[src/rtl/axis_deltasigma_decimator.sv]
// ============================================================================
// axis_deltasigma_decimator : AXI-Stream CIC (sinc^N) decimating filter
// rev 1.0
// ============================================================================
`default_nettype none

module axis_deltasigma_decimator #(
  parameter int S_AXIS_TDATA_WIDTH = 8,
  parameter int M_AXIS_TDATA_WIDTH = 32,
  parameter int DECIMATION         = 64,
  parameter int ORDER              = 3
) (
  input  logic                          aclk,
  input  logic                          aresetn,
  input  logic                          enable,
  input  logic [S_AXIS_TDATA_WIDTH-1:0] s_axis_tdata,
  input  logic                          s_axis_tvalid,
  output logic                          s_axis_tready,
  output logic [M_AXIS_TDATA_WIDTH-1:0] m_axis_tdata,
  output logic                          m_axis_tvalid,
  input  logic                          m_axis_tready,
  output logic                          overrun
);

  localparam int LOG2R = $clog2(DECIMATION);
  localparam int W     = S_AXIS_TDATA_WIDTH + ORDER * LOG2R;
  localparam logic [LOG2R-1:0] LAST_PHASE = LOG2R'(DECIMATION - 1);

  logic [W-1:0]                  integ      [ORDER];
  logic [W-1:0]                  integ_next [ORDER];
  logic [W-1:0]                  dly        [ORDER];
  logic [W-1:0]                  comb_in    [ORDER];
  logic [W-1:0]                  carry;
  logic [W-1:0]                  comb_last;
  logic [W-1:0]                  x_ext;
  logic [LOG2R-1:0]              phase;
  logic [M_AXIS_TDATA_WIDTH-1:0] out_word;
  logic                          last_beat;
  logic                          stall;
  logic                          accept;
  logic                          decim;

  assign x_ext = {{(W - S_AXIS_TDATA_WIDTH){s_axis_tdata[S_AXIS_TDATA_WIDTH-1]}}, s_axis_tdata};

  // Only the beat that completes a frame can be held off by an unaccepted result.
  assign last_beat     = (phase == LAST_PHASE);
  assign stall         = last_beat & m_axis_tvalid & ~m_axis_tready;
  assign s_axis_tready = aresetn & enable & ~stall;
  assign accept        = s_axis_tvalid & s_axis_tready;
  assign decim         = accept & last_beat;

  always_comb begin
    carry = x_ext;
    for (int k = 0; k < ORDER; k++) begin
      integ_next[k] = integ[k] + carry;
      carry         = integ_next[k];
    end
    for (int k = 0; k < ORDER; k++) begin
      comb_in[k] = carry;
      carry      = carry - dly[k];
    end
    comb_last = carry;
  end

  generate
    if (M_AXIS_TDATA_WIDTH > W) begin : g_out_sext
      assign out_word = {{(M_AXIS_TDATA_WIDTH - W){comb_last[W-1]}}, comb_last};
    end else if (M_AXIS_TDATA_WIDTH == W) begin : g_out_same
      assign out_word = comb_last;
    end else begin : g_out_trunc
      assign out_word = comb_last[W-1 -: M_AXIS_TDATA_WIDTH];
    end
  endgenerate

  always_ff @(posedge aclk or negedge aresetn) begin
    if (!aresetn) begin
      for (int k = 0; k < ORDER; k++) begin
        integ[k] <= '0;
        dly[k]   <= '0;
      end
      phase         <= '0;
      m_axis_tdata  <= '0;
      m_axis_tvalid <= 1'b0;
      overrun       <= 1'b0;
    end else begin
      if (!enable) begin
        for (int k = 0; k < ORDER; k++) begin
          integ[k] <= '0;
          dly[k]   <= '0;
        end
        phase   <= '0;
        overrun <= 1'b0;
      end else begin
        if (accept) begin
          for (int k = 0; k < ORDER; k++) begin
            integ[k] <= integ_next[k];
          end
          phase <= phase + 1'b1;
        end
        if (decim) begin
          for (int k = 0; k < ORDER; k++) begin
            dly[k] <= comb_in[k];
          end
        end
        if (s_axis_tvalid & stall) begin
          overrun <= 1'b1;
        end
      end
      // A pending word survives enable going low; only acceptance retires it.
      if (decim) begin
        m_axis_tdata  <= out_word;
        m_axis_tvalid <= 1'b1;
      end else if (m_axis_tready) begin
        m_axis_tvalid <= 1'b0;
      end
    end
  end

endmodule

`default_nettype wire

[config.mk]
export PLATFORM = sky130hd
export DESIGN_NAME = axis_deltasigma_decimator
export DESIGN_NICKNAME = d
export VERILOG_FILES = /design/src/rtl/axis_deltasigma_decimator.sv
export SDC_FILE = /design/constraint.sdc
export NUM_CORES = 1
export LEC_CHECK = 0
export ABC_AREA = 0
export BUFFER_PORTS_ARGS = -buffer_cell sky130_fd_sc_hd__buf_2
export CORE_MARGIN = 8
export CORE_UTILIZATION = 63
export CTS_CLUSTER_DIAMETER = 30
export CTS_CLUSTER_SIZE = 24
export DETAILED_ROUTE_END_ITERATION = 16
export GPL_TIMING_DRIVEN = 0
export PLACE_DENSITY = 0.77
export SYNTH_ARGS = -nofsm -noshare
export SYNTH_HDL_FRONTEND = slang
export SYNTH_SLANG_ARGS = --single-unit
[constraint.sdc]
create_clock -name aclk -period 27.9 [get_ports aclk]
set_clock_uncertainty 0.15 [all_clocks]
set_input_delay 1.395 -clock aclk [delete_from_list [all_inputs] [get_ports aclk]]
set_output_delay 1.395 -clock aclk [all_outputs]
set_load 0.05 [all_outputs]
# Yosys cells after proc, flatten, opt, wreduce, memory -nomap -nowiden
# Index checks and enable logic that the tools add are counted.
[totals]
ff_bits = 190
mem_bits_ro = 0
ramBits = 0
memories = 0
in_bits = 13
word_cells = 41
latchBits = 0
[classes]
mux = 10
n_bitwise = 9
n_mul = 0
div = 0
n_shift = 0
add_sub_neg = 7
order_cmp = 0
n_eq_ne = 4
n_reduce_logical = 1
[op_table]
columns = ["op", "count"]
rows = [
  ["$mux 78", 4],
  ["$add 26x26->26", 3],
  ["$sub 26x26->26", 3],
  ["$mux 6", 2],
  ["$and 1x1->1", 7],
  ["$add 6x1->6 const B", 1],
  ["$eq 6x6->1 const B", 1],
  ["$ne 2x1->1 const B", 3],
  ["$mux 1", 4],
  ["$not 1->1", 2],
  ["$reduce_bool 2->1", 1],
]

# Longest topological paths before layout
# Gate-level depths: netlist of run 1.
[logic_depth]
ltp_word = 9
mapped_depth = 50
mapped_depth_nobuf = 49

# Worst setup path before layout of run 1
# Ideal clock, no wire load.
[synth_path]
kind = "input to register"
startpoint = "input port s_axis_tdata[0]"
endpoint = "register, netlist name m_axis_tdata[25]"
setup_slack_ns = 17.634
setup_time_ns = 0.076
arrival_time_ns = 10.039
required_time_ns = 27.674
path_stages = 48
path_cell_list = "ha_1 -> fa_1 -> a21o_1 -> a21oi_1 -> o21bai_1 -> a21oi_1 -> o21bai_1 -> and2_1 -> nor2_1 -> o21bai_1 -> a21oi_1 -> xnor2_1 -> ha_1 -> nand2_1 -> o21ai_0 -> a21oi_1 -> o21ai_0 -> a41oi_1 -> (+12 left out) -> a21o_1 -> xor2_1 -> ha_1 -> and3_1 -> inv_1 -> nor2_1 -> o2bb2ai_1 -> o41ai_1 -> xnor2_1 -> ha_1 -> nand4_1 -> or3_1 -> o211ai_1 -> or4_1 -> a31o_2 -> a21oi_1 -> xor3_1 -> o21ai_1"
[synth_between]
elab_chain_cells = 6
[synth_lines]
columns = ["item", "line", "source"]
rows = [
  ["start, declared", "16", "input logic [S_AXIS_TDATA_WIDTH-1:0] s_axis_tdata,"],
  ["$add 26x26->26 (3 in a row)", "55", "integ_next[k] = integ[k] + carry;"],
  ["$sub 26x26->26 (3 in a row)", "60", "carry = carry - dly[k];"],
]
# No other way between the ends.
# A chain may end at the register's enable or synchronous reset.

# Worst setup path in the final report of run 1
[layout_path]
startpoint = "input port s_axis_tdata[0]"
endpoint = "register, netlist name m_axis_tdata[25]"
[layout_between]
elab_chain_cells = 6
[layout_lines]
columns = ["item", "line"]
rows = [
  ["$add 26x26->26 (3 in a row)", "55"],
  ["$sub 26x26->26 (3 in a row)", "60"],
]
# No other way between the ends.

==> flow_metrics.env, run 1 <==
export IMPL_outcome="finished clean"
export IMPL_globalRouteOverflowTotal=0
export IMPL_hp_start="m_axis_tdata[22]$_DFFE_PN0P_"
export IMPL_io_buffers=46
export IMPL_row_count=56
export IMPL_drtPass1Iterations=5
export IMPL_ys_ff_latch=190
export IMPL_clk_pin_slew_ps=70
export IMPL_maxCapViolCount=0
export IMPL_synth_edf_count=0
export IMPL_clk_latency_ps=440
export IMPL_syn2layout_area_growth_pct=8.53
export IMPL_hpwl_mm=27.4
export IMPL_place_congestion=0.927
export IMPL_ys_warn_count=0
export IMPL_netlist_area_um2=14800
export IMPL_layout_drive_gt1_share_pct=5.40
export IMPL_cp_data_required_time_ps=28110
export IMPL_cp_max_fo=5
export IMPL_cpMostUsedCell="a21oi_1"
export IMPL_vias_per_cell=5.80
export IMPL_synthTopCellsByArea="dfrtp_1, ha_1, nand2_1"
export IMPL_synth_main_ff_cell="dfrtp_1"
export IMPL_fillers=1968
export IMPL_grt_max_degree=118
export IMPL_endpoint_kind="flip-flop"
export IMPL_critical_path_depth=49
export IMPL_clk_path_buf_depth=2
export IMPL_yosysTopAreaCellShare_pct=32.0
export IMPL_cp_start_kind="primary input"
export IMPL_setup_tns_ps=0
export IMPL_ant_nets=0
export IMPL_timing_rr_start="integ[52]$_DFFE_PN0P_"
export IMPL_reg2regPathDepth=48
export IMPL_antenna_found_initial=0
export IMPL_cts_resized=0
export IMPL_die_y_um=169
export IMPL_synthCells=1810
export IMPL_r2r_end="m_axis_tdata[25]$_DFFE_PN0P_"
export IMPL_yosysTopAreaCell="dfrtp_1"
export IMPL_nets=2051
export IMPL_core_um2=23300
export IMPL_die_area_um2=28700
export IMPL_cp_slowest_cell="o41ai_1"
export IMPL_synth_nets=1985
export IMPL_critPathMaxStageDelay_ps=720
export IMPL_setup_viol=0
export IMPL_grt_pass1_wl_mm=60.3
export IMPL_via_count=12800
export IMPL_crit_end="m_axis_tdata[25]$_DFFE_PN0P_"
export IMPL_n_antenna_cell=0
export IMPL_gr_usage_all_layers_pct=25.6
export IMPL_multi_input_area_um2=9300
export IMPL_ctsHtreeMaxLevel=4
export IMPL_cts_tree="yes"
export IMPL_r2r_slack_ps=16820
export IMPL_cts_hold_buf=0
export IMPL_criticalPathCategory="primary input to flip-flop"
export IMPL_wl_per_cell_um=16.3
export IMPL_relSlewSlack_pct=47.7
export IMPL_synthArstFlopShare_pct=100
export IMPL_cts_root_buf="clkbuf_16"
export IMPL_cp_arrival_ps=11960
export IMPL_crit_buf_inv=2
export IMPL_grt_setup_unrepaired="false"
export IMPL_path_delay_family="compound AO/OA/AOI/OAI gates"
export IMPL_min_period_ps=11750
export IMPL_start_util_pct=63.6
export IMPL_finalHoldViolations=0
export IMPL_drtIter0Drc=1051
export IMPL_register_area_um2=4750
export IMPL_avgSynthCellArea_um2=8.20
export IMPL_yosys_cell_types_count=68
export IMPL_fmax_mhz=85.1
export IMPL_boundaryPins=48
export IMPL_tightestPinTransition_ps=774
export IMPL_clock_sinks=190
export IMPL_holdCritPathClass="flip-flop to flip-flop"
export IMPL_wl_mm=36.0
export IMPL_critPathLaunch="s_axis_tdata[0]"
export IMPL_drc_errors=0
export IMPL_synth_seq_area_share_pct=32.0
export IMPL_dieWidth_um=169
export IMPL_period_share_pct=42.1
export IMPL_postCtsSetupBuffers=0
export IMPL_grt_pass1_vias=12300
export IMPL_cts_buffers=17
export IMPL_slew_viol_final=0
==> Yosys cell counts (all sizes together), types with 13 or more instances <==
cell,n
and3,16
o21a,17
nor2b,25
dfrtp,190
ha,156
a21boi,89
xor2,47
o21ai,100
nor3,16
a21oi,129
nor2,87
o21bai,25
clkbuf,61
nand2,339
nand2b,13
a21o,56
xnor2,87
nand3,79
inv,133
==> layout by cell type (no fill, tap or decap), drive strengths merged, types with 4 or more instances in the layout <==
cell      n
o21a     17
o31ai     8
nand4    10
or3       9
nor3     16
a21oi   129
nand3    79
o211a     7
buf      57
and2      7
mux2i     5
nor2b    25
fa        6
xor2     47
a31oi    10
o21bai   25
o21ai   100
a21boi   89
nand2   339
a21o     56
a211oi   10
o41ai     4
o31a      4
dfrtp   190
ha      156
and3     16
o211ai    7
inv     139
or2       4
clkinv    8
nand2b   13
xnor2    87
a41oi     6
nor2     87
clkbuf   78
==> worst min path at each step <==
stage | to | slack [ps] | cells after the start
floorplan | dly[23]$_DFFE_PN0P_ | 310 | 2
global placement | m_axis_tdata[11]$_DFFE_PN0P_ | 310 | 2
detailed placement | m_axis_tdata[1]$_DFFE_PN0P_ | 310 | 2
CTS | m_axis_tdata[1]$_DFFE_PN0P_ | 330 | 2
global route | m_axis_tdata[1]$_DFFE_PN0P_ | 350 | 2
finish | m_axis_tdata[22]$_DFFE_PN0P_ | 320 | 2
==> layer usage <==
| layer | vias to the layer above | GRT usage [%] | wire length (um) |
|---|---|---|---|
| met4 | 0 | 5.93 | 527 |
| met3 | 46 | 4.44 | 2220 |
| met1 | 6067 | 36.7 | 17300 |
| met5 | - | 0 | 0 |
| met2 | 336 | 40.0 | 16000 |
| li1 | 6366 | - | - |
==> flip-flops by register name, summed over array words and instances, names as in the netlist <==
signal         count
m_axis_tdata      26
integ             78
dly               78
m_axis_tvalid      1
phase              6
overrun            1
==> cells by family after synthesis <==
kind of cell,synth area share [%]
XOR/XNOR,8.33
AO/OA/AOI/OAI,21.8
flip-flops,32.0
adder cells (fa/ha/maj),14.0
buffers and inverters,5.31
AND/OR/NAND/NOR,18.1
multiplexers,0.413
==> final cells by class <==
cell class                      count  area share [%]
Multi-Input combinational cell   1416            57.7
Sequential cell                   190            29.5
Inverter                          133            3.10
Clock buffer                       17            2.64
Tap cell                          319            2.48
Buffer                             71            1.79
Timing Repair Buffer               47            1.66
Clock inverter                     15            1.08
==> metrics by stage <==
step	util (%)	hold WS (ps)	setup slack (ps)	area (um2)	cells
floorplan	-	310	17630	14800	1810
global placement	66.3	306	16060	15500	2175
detailed placement	66.5	309	16020	15500	2176
CTS	69.0	328	16350	16100	2208
global route	69.0	346	15450	16100	2208
finish	69.0	322	16150	16100	2208
==> worst reg2reg max path: cells and delay by family, from the launching register on <==
kind                     cells  cell delay, ps
AO/OA/AOI/OAI               26            5310
adder cells (fa/ha/maj)      7            2370
AND/OR/NAND/NOR              9            1480
XOR/XNOR                     5            1250
flip-flops                   1             390
buffers and inverters        1              80
Power of run 1 is left out: the tool's default activity adds up to more than one toggle a clock period on the data nets, which glitch-free logic cannot reach.
==> run 2: changes to the inputs <==
CORE_UTILIZATION = 58   (was 63)
PLACE_DENSITY = 0.74   (was 0.77)
clock period = 10.35 ns   (was 27.9 ns; I/O delays follow)
==> flow_metrics.env, run 2 (synthesis results as in run 1) <==
export IMPL_outcome="finished clean"
export IMPL_endpoint_kind="flip-flop"
export IMPL_relSlewSlack_pct=41.6
export IMPL_die_y_um=176
export IMPL_dp_cells=2187
export IMPL_die_area_um2=31000
export IMPL_boundaryPins=48
export IMPL_min_period_ps=9790
export IMPL_layout_drive_gt1_share_pct=8.22
export IMPL_critPathLaunch="integ[52]$_DFFE_PN0P_"
export IMPL_grt_pass1_vias=12400
export IMPL_place_congestion=0.926
export IMPL_ctsHtreeMaxLevel=4
export IMPL_reg2regPathDepth=49
export IMPL_tightestPinTransition_ps=876
export IMPL_nets=2059
export IMPL_core_um2=25200
export IMPL_timing_rr_start="integ[52]$_DFFE_PN0P_"
export IMPL_hp_start="m_axis_tready"
export IMPL_clk_path_buf_depth=2
export IMPL_cts_tree="yes"
export IMPL_hpwl_mm=27.8
export IMPL_criticalPathCategory="flip-flop to flip-flop"
export IMPL_final_cells=2228
export IMPL_gr_usage_all_layers_pct=24.2
export IMPL_ant_nets=0
export IMPL_r2r_slack_ps=560
export IMPL_fmax_mhz=102
export IMPL_vias_per_cell=5.79
export IMPL_cp_data_required_time_ps=10570
export IMPL_period_share_pct=94.6
export IMPL_drtIter0Drc=904
export IMPL_cp_slowest_cell="or4_1"
export IMPL_wl_per_cell_um=16.8
export IMPL_clk_latency_ps=450
export IMPL_clk_pin_slew_ps=90
export IMPL_antenna_found_initial=0
export IMPL_grt_max_degree=102
export IMPL_r2r_end="m_axis_tdata[25]$_DFFE_PN0P_"
export IMPL_cts_buffers=17
export IMPL_final_common_cell="nand2_1"
export IMPL_slew_viol_final=0
export IMPL_wl_mm=37.3
export IMPL_dieWidth_um=176
export IMPL_row_count=58
export IMPL_mostFrequentLayoutCells="nand2_1, dfrtp_1, ha_1"
export IMPL_globalRouteOverflowTotal=0
export IMPL_maxCapViolCount=0
export IMPL_critPathMaxStageDelay_ps=470
export IMPL_drc_errors=0
export IMPL_finalHoldViolations=0
export IMPL_start_util_pct=58.9
export IMPL_io_buffers=46
export IMPL_holdCritPathClass="primary input to flip-flop"
export IMPL_setup_viol=0
export IMPL_drtPass1Iterations=7
export IMPL_crit_end="m_axis_tdata[25]$_DFFE_PN0P_"
export IMPL_cp_arrival_ps=10010
export IMPL_clock_sinks=190
export IMPL_via_count=12900
export IMPL_syn2layout_area_growth_pct=10.8
export IMPL_cp_start_kind="flip-flop"
export IMPL_cp_max_fo=6
export IMPL_cts_root_buf="clkbuf_16"
export IMPL_reg_top3="dly (78), integ (78), m_axis_tdata (26)"
export IMPL_grt_pass1_wl_mm=61.9
==> run 2: cell count changes in the layout (fill, tap and decap cells not counted), moves of 6 or more <==
cell | before | now
a21oi_1 | 129 | 120
a21oi_2 | 0 | 9
ha_1 | 156 | 150
buf_4 | 6 | 16
==> run 2: repair_timing <==
item,CTS,global route
pin swaps,1,12
endpoints found under the setup margin,2,6
hold buffers,1,0
setup buffers,2,8
resized for setup,11,48
hold endpoints to repair,14,0
==> run 2: critical path: cells and delay by family (launching register included) <==
kind	cells	cell delay, ps
AND/OR/NAND/NOR	11	1800
flip-flops	1	390
buffers and inverters	2	130
AO/OA/AOI/OAI	24	4050
XOR/XNOR	5	1130
adder cells (fa/ha/maj)	7	2090
==> run 2: metal layers <==
layer	vias to the layer above	wire, um	global-route usage (%)
met3	64	2300	4.02
met4	0	768	6.75
met2	323	16600	38.0
li1	6373	-	-
met1	6134	17700	34.2
met5	-	0	0
==> run 2: final cells by class <==
cell class              instances  area (um2)
diodes                          1        2.50
plain buffers                  68         278
clock buffers                  18         429
clock inverters                14         149
fillers                      2095        8740
inverters                     133         499
multi-input cells            1416        9560
flip-flops and latches        190        4750
well taps                     330         413
repair buffers                 58         353
==> run 2: worst min-delay path by stage <==
stage | cells after the start | to | slack [ps]
after detailed placement | 2 | m_axis_tdata[17]$_DFFE_PN0P_ | 310
after CTS | 2 | m_axis_tvalid$_DFFE_PN0P_ | 100
after global routing | 2 | m_axis_tvalid$_DFFE_PN0P_ | 100
final | 2 | m_axis_tvalid$_DFFE_PN0P_ | 100
after floorplan | 0 | dly[0]$_DFFE_PN0P_ | 70
after global placement | 2 | m_axis_tdata[21]$_DFFE_PN0P_ | 310
==> run 2: metrics by stage <==
| step | TNS [ps] | worst slack (ps) | hold WS [ps] | util (%) | instance area (um2) |
|---|---|---|---|---|---|
| final | 0 | 559 | 104 | 65.3 | 16400 |
| after floorplan | 0 | 962 | 71.9 | - | 14800 |
| after detailed placement | -828 | -675 | 315 | 61.6 | 15500 |
| after CTS | 0 | 4.25 | 101 | 64.2 | 16200 |
| after global placement | -799 | -665 | 306 | 61.5 | 15500 |
| after global routing | -60.5 | -60.5 | 101 | 65.3 | 16400 |
Power of run 2 is left out for the same reason.
==> run 3: changes to the inputs <==
CORE_MARGIN = not set   (was 8)
==> flow_metrics.env, run 3 (synthesis results as in run 1) <==
export IMPL_holdCritPathClass="primary input to asynchronous set/reset pin"
export IMPL_mostFrequentLayoutCells="nand2_1, dfrtp_1, ha_1"
export IMPL_setup_tns_ps=0
export IMPL_cpMostUsedCell="ha_1"
export IMPL_clock_sinks=190
export IMPL_cp_start_kind="flip-flop"
export IMPL_criticalPathCategory="flip-flop to flip-flop"
export IMPL_io_buffers=46
export IMPL_cp_arrival_ps=10100
export IMPL_drtPass1Iterations=8
export IMPL_reg_top3="dly (78), integ (78), m_axis_tdata (26)"
export IMPL_grt_pass1_wl_mm=59.9
export IMPL_slew_viol_final=0
export IMPL_clk_path_buf_depth=2
export IMPL_cts_tree="yes"
export IMPL_whs_ps=-51.6
export IMPL_path_delay_family="compound AO/OA/AOI/OAI gates"
export IMPL_start_util_pct=59.1
export IMPL_row_count=58
export IMPL_dieWidth_um=162
export IMPL_core_um2=25100
export IMPL_clk_latency_ps=440
export IMPL_gr_usage_all_layers_pct=28.5
export IMPL_ant_nets=0
export IMPL_globalRouteOverflowTotal=0
export IMPL_n_antenna_cell=0
export IMPL_final_cells=2228
export IMPL_cts_hold_buf=0
export IMPL_fmax_mhz=101
export IMPL_die_area_um2=26200
export IMPL_violations="negative hold slack"
export IMPL_final_common_cell="nand2_1"
export IMPL_drc_errors=0
export IMPL_relSlewSlack_pct=38.5
export IMPL_syn2layout_area_growth_pct=11.4
export IMPL_finalHoldViolations=22
export IMPL_layout_drive_gt1_share_pct=8.43
export IMPL_clk_pin_slew_ps=90
export IMPL_crit_buf_inv=2
export IMPL_min_period_ps=9880
export IMPL_place_congestion=0.924
export IMPL_cp_data_required_time_ps=10570
export IMPL_endpoint_kind="flip-flop"
export IMPL_dp_cells=2187
export IMPL_grt_max_degree=106
export IMPL_nets=2060
export IMPL_cts_root_buf="clkbuf_16"
export IMPL_period_share_pct=95.5
export IMPL_boundaryPins=48
export IMPL_wl_per_cell_um=16.6
export IMPL_cp_slowest_cell="or4_4"
export IMPL_hpwl_mm=27.4
export IMPL_drtIter0Drc=1040
export IMPL_grt_pass1_vias=12100
export IMPL_cp_max_fo=5
export IMPL_fillers=2124
export IMPL_outcome="complete, but fails checks"
export IMPL_cts_buffers=17
export IMPL_wl_mm=37.0
export IMPL_tightestPinTransition_ps=922
export IMPL_via_count=12800
export IMPL_critPathMaxStageDelay_ps=450
export IMPL_antenna_found_initial=1
export IMPL_setup_viol=0
export IMPL_ctsHtreeMaxLevel=4
export IMPL_vias_per_cell=5.77
export IMPL_die_y_um=162
export IMPL_maxCapViolCount=0
[run 3: per-layer routing]
metal | vias to the layer above | GRT usage, % | wire length, um
li1 | 6394 | - | -
met1 | 6091 | 41.4 | 17700
met2 | 319 | 44.7 | 16800
met3 | 45 | 3.58 | 1820
met4 | 0 | 7.55 | 639
met5 | - | 0 | 0
[run 3: through the flow]
stage | area (um2) | hold slack [ps] | setup WS [ps] | util [%]
3_3_place_gp | 15500 | 304 | -657 | 61.7
2_1_floorplan | 14800 | 71.9 | 962 | -
3_5_place_dp | 15500 | 313 | -815 | 61.8
4_1_cts | 16200 | 3.71 | 17.0 | 64.7
5_1_grt | 16500 | 36.4 | -54.9 | 65.8
6_report | 16500 | -51.6 | 466 | 65.8
[run 3: cell type report]
| class | count | area, um2 | area share [%] |
|---|---|---|---|
| plain buffers | 68 | 278 | 1.68 |
| clock buffers | 17 | 425 | 2.57 |
| clock inverters | 15 | 196 | 1.19 |
| inverters | 133 | 499 | 3.02 |
| multi-input cells | 1416 | 9600 | 58.1 |
| flip-flops and latches | 190 | 4750 | 28.8 |
| well taps | 330 | 413 | 2.50 |
| repair buffers | 59 | 358 | 2.17 |
[run 3: path summary, 6_finish.rpt]
check	from	end	cells past startpoint	slack, ps
worst max-delay path	integ[52]$_DFFE_PN0P_	m_axis_tdata[25]$_DFFE_PN0P_	47	470
worst min-delay path	aresetn	m_axis_tdata[8]$_DFFE_PN0P_	1	-50
worst max register to register	integ[52]$_DFFE_PN0P_	m_axis_tdata[25]$_DFFE_PN0P_	47	470
worst min register to register	m_axis_tdata[1]$_DFFE_PN0P_	m_axis_tdata[1]$_DFFE_PN0P_	2	330
max in group asynchronous	aresetn	integ[64]$_DFFE_PN0P_	2	9130
min in group aclk	m_axis_tready	m_axis_tvalid$_DFFE_PN0P_	2	140
[run 3: repair_timing]
action,4_1_cts,5_1_grt
setup buffers,2,10
pin swaps,4,19
setup endpoints to repair,2,5
gates resized for setup,19,44
Power of run 3 is left out for the same reason.
